===== config.mk =====
export PLATFORM = sky130hd
export DESIGN_NAME = quad_decoder
export DESIGN_NICKNAME = d
export VERILOG_FILES = /design/src/rtl/qdec_pkg.sv /design/src/rtl/quad_step_fsm.sv /design/src/rtl/quad_decoder.sv
export SDC_FILE = /design/constraint.sdc
export NUM_CORES = 1
export LEC_CHECK = 0
export CAP_MARGIN = 20
export CORE_AREA = 4 4 89 49
export CTS_CLUSTER_DIAMETER = 60
export DETAILED_ROUTE_END_ITERATION = 12
export DIE_AREA = 0 0 93 53
export GPL_TIMING_DRIVEN = 0
export PLACE_DENSITY = 0.78
export SLEW_MARGIN = 20
export SYNTH_ARGS = -nofsm -noshare
export SYNTH_HDL_FRONTEND = slang
export SYNTH_SLANG_ARGS = --single-unit

===== constraint.sdc =====
create_clock -name clk -period 4.8 [get_ports clk]
set_input_delay 0.48 -clock clk [delete_from_list [all_inputs] [get_ports clk]]
set_output_delay 0.48 -clock clk [all_outputs]
set_load 0.01 [all_outputs]

===== src/rtl/qdec_pkg.sv =====
// qdec_pkg: shared types, Gray-state constants and CW successor helper for the quadrature decoder
package qdec_pkg;

    typedef logic [1:0] ab_t;

    localparam ab_t AB_00 = 2'b00;
    localparam ab_t AB_10 = 2'b10;
    localparam ab_t AB_11 = 2'b11;
    localparam ab_t AB_01 = 2'b01;

    typedef enum logic [1:0] {NONE, CW, CCW, ILLEGAL} move_t;

    function automatic ab_t cw_next(input ab_t ab);
        return ab == AB_00 ? AB_10 : ab == AB_10 ? AB_11 : ab == AB_11 ? AB_01 : AB_00;
    endfunction

endpackage


===== src/rtl/quad_step_fsm.sv =====
// quad_step_fsm: classifies a (prev_ab, cur_ab) pair into no move, CW, CCW or illegal jump
module quad_step_fsm
    import qdec_pkg::*;
(
    input  ab_t   prev_ab,
    input  ab_t   cur_ab,
    output move_t move
);

    // equal -> none, both bits flipped -> illegal, Gray successor -> CW, otherwise CCW
    always_comb begin
        move = cur_ab == prev_ab                 ? NONE    :
               (cur_ab ^ prev_ab) == 2'b11       ? ILLEGAL :
               cur_ab == cw_next(prev_ab)        ? CW      : CCW;
    end

endmodule


===== src/rtl/quad_decoder.sv =====
// quad_decoder: quadrature A/B decoder with detent accumulator and signed position; QDEC_SAT_EN enables position clamping
module quad_decoder
    import qdec_pkg::*;
#(
    parameter int POS_W            = 16,
    parameter int STEPS_PER_DETENT = 4,
    parameter int POS_MIN          = -(2 ** (POS_W - 1)),
    parameter int POS_MAX          = 2 ** (POS_W - 1) - 1
) (
    input  logic                    clk,
    input  logic                    rstn,
    input  logic                    a_in,
    input  logic                    b_in,
    input  logic                    clr,
    output logic                    step_cw,
    output logic                    step_ccw,
    output logic                    dir,
    output logic signed [POS_W-1:0] pos,
    output logic                    err
);

    if (POS_W < 4 || !(STEPS_PER_DETENT == 1 || STEPS_PER_DETENT == 2 || STEPS_PER_DETENT == 4)
        || POS_MIN > POS_MAX) begin : g_bad_params
        $error("quad_decoder: illegal parameter combination");
    end

    localparam logic signed [3:0]       SPD   = 4'(STEPS_PER_DETENT);
    localparam logic signed [POS_W-1:0] P_ONE = POS_W'(1);

    ab_t                    cur_ab;
    ab_t                    prev_ab;
    move_t                  move;
    logic                   primed;
    logic signed [2:0]      acc;
    logic signed [2:0]      acc_nxt;
    logic signed [3:0]      acc_inc;
    logic signed [3:0]      acc_dec;
    logic                   cw_hit;
    logic                   ccw_hit;
    logic                   err_nxt;
    logic signed [POS_W-1:0] pos_up;
    logic signed [POS_W-1:0] pos_dn;

    assign cur_ab = {a_in, b_in};

    quad_step_fsm u_step (
        .prev_ab (prev_ab),
        .cur_ab  (cur_ab),
        .move    (move)
    );

`ifdef QDEC_SAT_EN
    localparam logic signed [POS_W-1:0] P_MIN = POS_W'(POS_MIN);
    localparam logic signed [POS_W-1:0] P_MAX = POS_W'(POS_MAX);
    // a step at a limit still pulses but leaves pos at the clamp
    always_comb begin
        pos_up = pos >= P_MAX ? pos : pos + P_ONE;
        pos_dn = pos <= P_MIN ? pos : pos - P_ONE;
    end
`else
    // free-running position wraps modulo 2**POS_W
    always_comb begin
        pos_up = pos + P_ONE;
        pos_dn = pos - P_ONE;
    end
`endif

    // accumulate sub-detent transitions and flag detent completion or illegal jumps
    always_comb begin
        acc_inc = {acc[2], acc} + 4'sd1;
        acc_dec = {acc[2], acc} - 4'sd1;
        acc_nxt = acc;
        cw_hit  = 1'b0;
        ccw_hit = 1'b0;
        err_nxt = 1'b0;
        if (primed) begin
            if (move == ILLEGAL) begin
                err_nxt = 1'b1;
                acc_nxt = 3'sd0;
            end else if (move == CW) begin
                cw_hit  = acc_inc == SPD;
                acc_nxt = cw_hit ? 3'sd0 : acc_inc[2:0];
            end else if (move == CCW) begin
                ccw_hit = acc_dec == -SPD;
                acc_nxt = ccw_hit ? 3'sd0 : acc_dec[2:0];
            end
        end
    end

    // state and output registers; clr wins over a completing step but not over err
    always_ff @(posedge clk or negedge rstn) begin
        if (!rstn) begin
            prev_ab  <= AB_00;
            primed   <= 1'b0;
            acc      <= 3'sd0;
            pos      <= '0;
            dir      <= 1'b0;
            step_cw  <= 1'b0;
            step_ccw <= 1'b0;
            err      <= 1'b0;
        end else begin
            prev_ab  <= cur_ab;
            primed   <= 1'b1;
            err      <= err_nxt;
            step_cw  <= cw_hit && !clr;
            step_ccw <= ccw_hit && !clr;
            acc      <= clr ? 3'sd0 : acc_nxt;
            pos      <= clr ? '0 : cw_hit ? pos_up : ccw_hit ? pos_dn : pos;
            if (!clr && (cw_hit || ccw_hit))
                dir <= cw_hit;
        end
    end

endmodule


==> qor.txt <==
CTS H-tree lvls: 1
drt via density: 5.35
CTS tree: done
Synth warnings: 0
Placement Cell Area: 2230 µm²
average size of a mapped cell: 10.0 µm²
drt drc: 0
CP endpoint kind: register
detailed-router iteration count before antenna repair: 4
Tightest Hold Check Type: input pin to async pin
#FFs+latches synth: 26
Layout area overhead: 18.3%
drt wl/cell: 14.5 µm
CP startpoint: b_in
post-layout util: 62.1%
CP delay by family, top: compound AO/OA/AOI/OAI gates
Worst Setup EP: pos[12]
drt total wl: 3980 µm
Final Wtd Congestion: 0.842
critical path fanouts, max: 17
CTS Buffer Depth: 2
Non-Filler Instances: 274
Final ANT Viol Nets: 0
Main synth FF type: dfrtp_1
PwrDens: 228 nW/µm²
Final Cell Area: 2290 µm²
first-pass GRT wire length: 6750 µm
Slew HR: 59.5%
width of the die: 93 µm
WP depth: 16
crit path cell chain: clkdlybuf4s50_1 -> nand2_1 -> o21ai_0 -> o21a_1 -> inv_1 -> ha_1 -> nand3b_1 -> nor2_1 -> inv_1 -> fa_1 -> nand3_1 -> a21oi_1 -> a2111oi_2 -> o311ai_0 -> xor2_1 -> a22o_1
TNS Setup: 0 ps
worst r2r src: prev_ab[0]
Crit-path slowest cell: fa_1
most used cell, CP: inv_1
Post-Syn Instances: 193
Clock Skews: 4.47 ps
die area: 4930 µm²
synthesized area: 1930 µm²
DP Wirelength: 3080 µm
most frequent cells in the layout: 26 x dfrtp_1, 22 x clkdlybuf4s50_1, 21 x ha_1
Cells after DPL: 270
startpoint type of the worst setup path: input pin
layout cells sized above 1: 9.55%
Worst Path Buf+Inv: 3
# IOs: 25
row count: 16
CP Class: input pin to register
Root Buffer: clkbuf_8
1st-iter DRT viols: 171
r2r worst-path depth: 16
max cap viols: 0
Clock Sinks: 26
unrepaired setup endpoints after global routing: no
# setup viols final: 0
reg2reg end: pos[12]
Setup WS post-layout: 410 ps
ys async rst share: 100%
R2R setup slack: 670 ps
final global-route overflow total: 0
commonest non-fill, non-tap cell in the layout: dfrtp_1
Core Box Area: 3680 µm²
initial antenna violation count: 0
worst-skew pair later-pin latency: 280 ps
Tot GR Track Use: 17.8%
Layout Nets: 248
final hold vios: 0
Num CTS Buffers: 3
FMAX: 228 MHz
max-slew violations: 0
# diodes: 0
Post-synth EDFFs: 0
routed via count: 1466
VDD IR max: 124 µV
status: finished clean
Seq/Total Area, Yosys: 33.7%
initial core utilization: 52.5%
CP max stage delay: 520 ps
critical path data required time: 4970 ps
Synthesized Nets: 220
Leakage Power: 0.00108 µW
Vert. Die Dim: 53 µm
Distinct cells, synth: 49
clk slew on worst S/H paths: 90 ps
critical path arrival: 4560 ps
post-route clock period utilization: 91.5%
vias in the first global route: 1348
shortest period the worst path allows: 4390 ps
largest net degree at the start of global routing: 27
input/output buffers: 23
Place WS: -76.9 ps
Worst-Margin Slew: 607 ps
==> cell usage after synthesis (3+ instances only) <==
master	number	area [µm²]
dfrtp_1	26	651
ha_1	21	263
a21oi_1	15	75.1
a22o_1	15	131
inv_1	12	45.0
nor2_1	9	33.8
xnor2_1	8	70.1
a21o_1	6	45.0
nand2_1	6	22.5
nand3_1	6	30.0
xor2_1	6	52.6
and3_1	4	25.0
nand2b_1	4	25.0
o21a_1	4	30.0
nor2b_1	3	18.8
nor3_1	3	15.0
o21ai_0	3	15.0
o21ai_1	3	15.0
o21bai_1	3	22.5
==> power by group <==
part / switching (µW) / internal (µW)
registers: 12.0 / 231
logic: 68.7 / 64.8
clock network: 72.0 / 73.5
==> flip-flops by register name, summed over array words and instances (netlist names) <==
name	cells
acc	3
dir	1
err	1
pos	16
prev_ab	2
primed	1
step_ccw	1
step_cw	1
==> layout make-up <==
cell class / count / area (µm²)
buffer: 4 / 32.5
timing repair buffer: 23 / 225
tap: 54 / 67.6
clock buffer: 4 / 55.1
multi-input combinational: 151 / 1210
inverter: 12 / 45.0
sequential: 26 / 651
fill: 340 / 1400
==> layer usage <==
layer,routed length (µm),vias to the layer above,global-route usage (%)
met5,0,-,0
met4,27,0,2.92
met3,224,5,4.12
met2,1360,33,21.8
met1,2370,655,29.9
li1,-,773,-
==> repair_timing <==
item | CTS | global route
gates resized for setup | 0 | 2
endpoints found under the hold margin | 0 | 0
hold buffers | 0 | 0
setup buffers | 0 | 0
endpoints found under the setup margin | 0 | 2
==> worst register-to-register path, stage by stage, from the launching register on <==
cell,delay [ps]
dfrtp_1,380
buf_6,140
nand2_1,80
o21ai_0,110
o21a_1,210
inv_1,60
ha_1,270
nand3b_1,270
nor2_1,210
inv_1,300
fa_1,530
nand3_1,150
a21oi_1,130
a2111oi_2,510
o311ai_0,260
xor2_1,190
a22o_1,230
==> cells by family (layout without fill, tap and decap cells) <==
family,after synthesis,in the layout,share of synthesized area (%)
buf+inv,16,43,4.01
xor+xnor,15,15,7.18
other cells,1,1,0.194
simple gates,46,46,13.5
compound gates,63,63,24.6
mux,4,4,2.20
fa+ha+maj,22,22,14.6
flops,26,26,33.7
==> how the worst min path moves through the flow <==
stage / startpoint / end / slack (ps) / cells past startpoint
2_1_floorplan: rstn / acc[0] / 180 / 0
3_3_place_gp: acc[2] / acc[2] / 520 / 1
3_5_place_dp: acc[2] / acc[2] / 520 / 1
4_1_cts: rstn / err / 220 / 1
5_1_grt: rstn / pos[2] / 250 / 1
6_report: rstn / err / 200 / 1
==> per-stage QoR <==
step / hold slack, ps / power (µW)
2_1_floorplan: 184 / 342
3_3_place_gp: 519 / 376
3_5_place_dp: 521 / 378
4_1_cts: 223 / 525
5_1_grt: 249 / 551
6_report: 200 / 522
(Power assumes the default switching activity.)
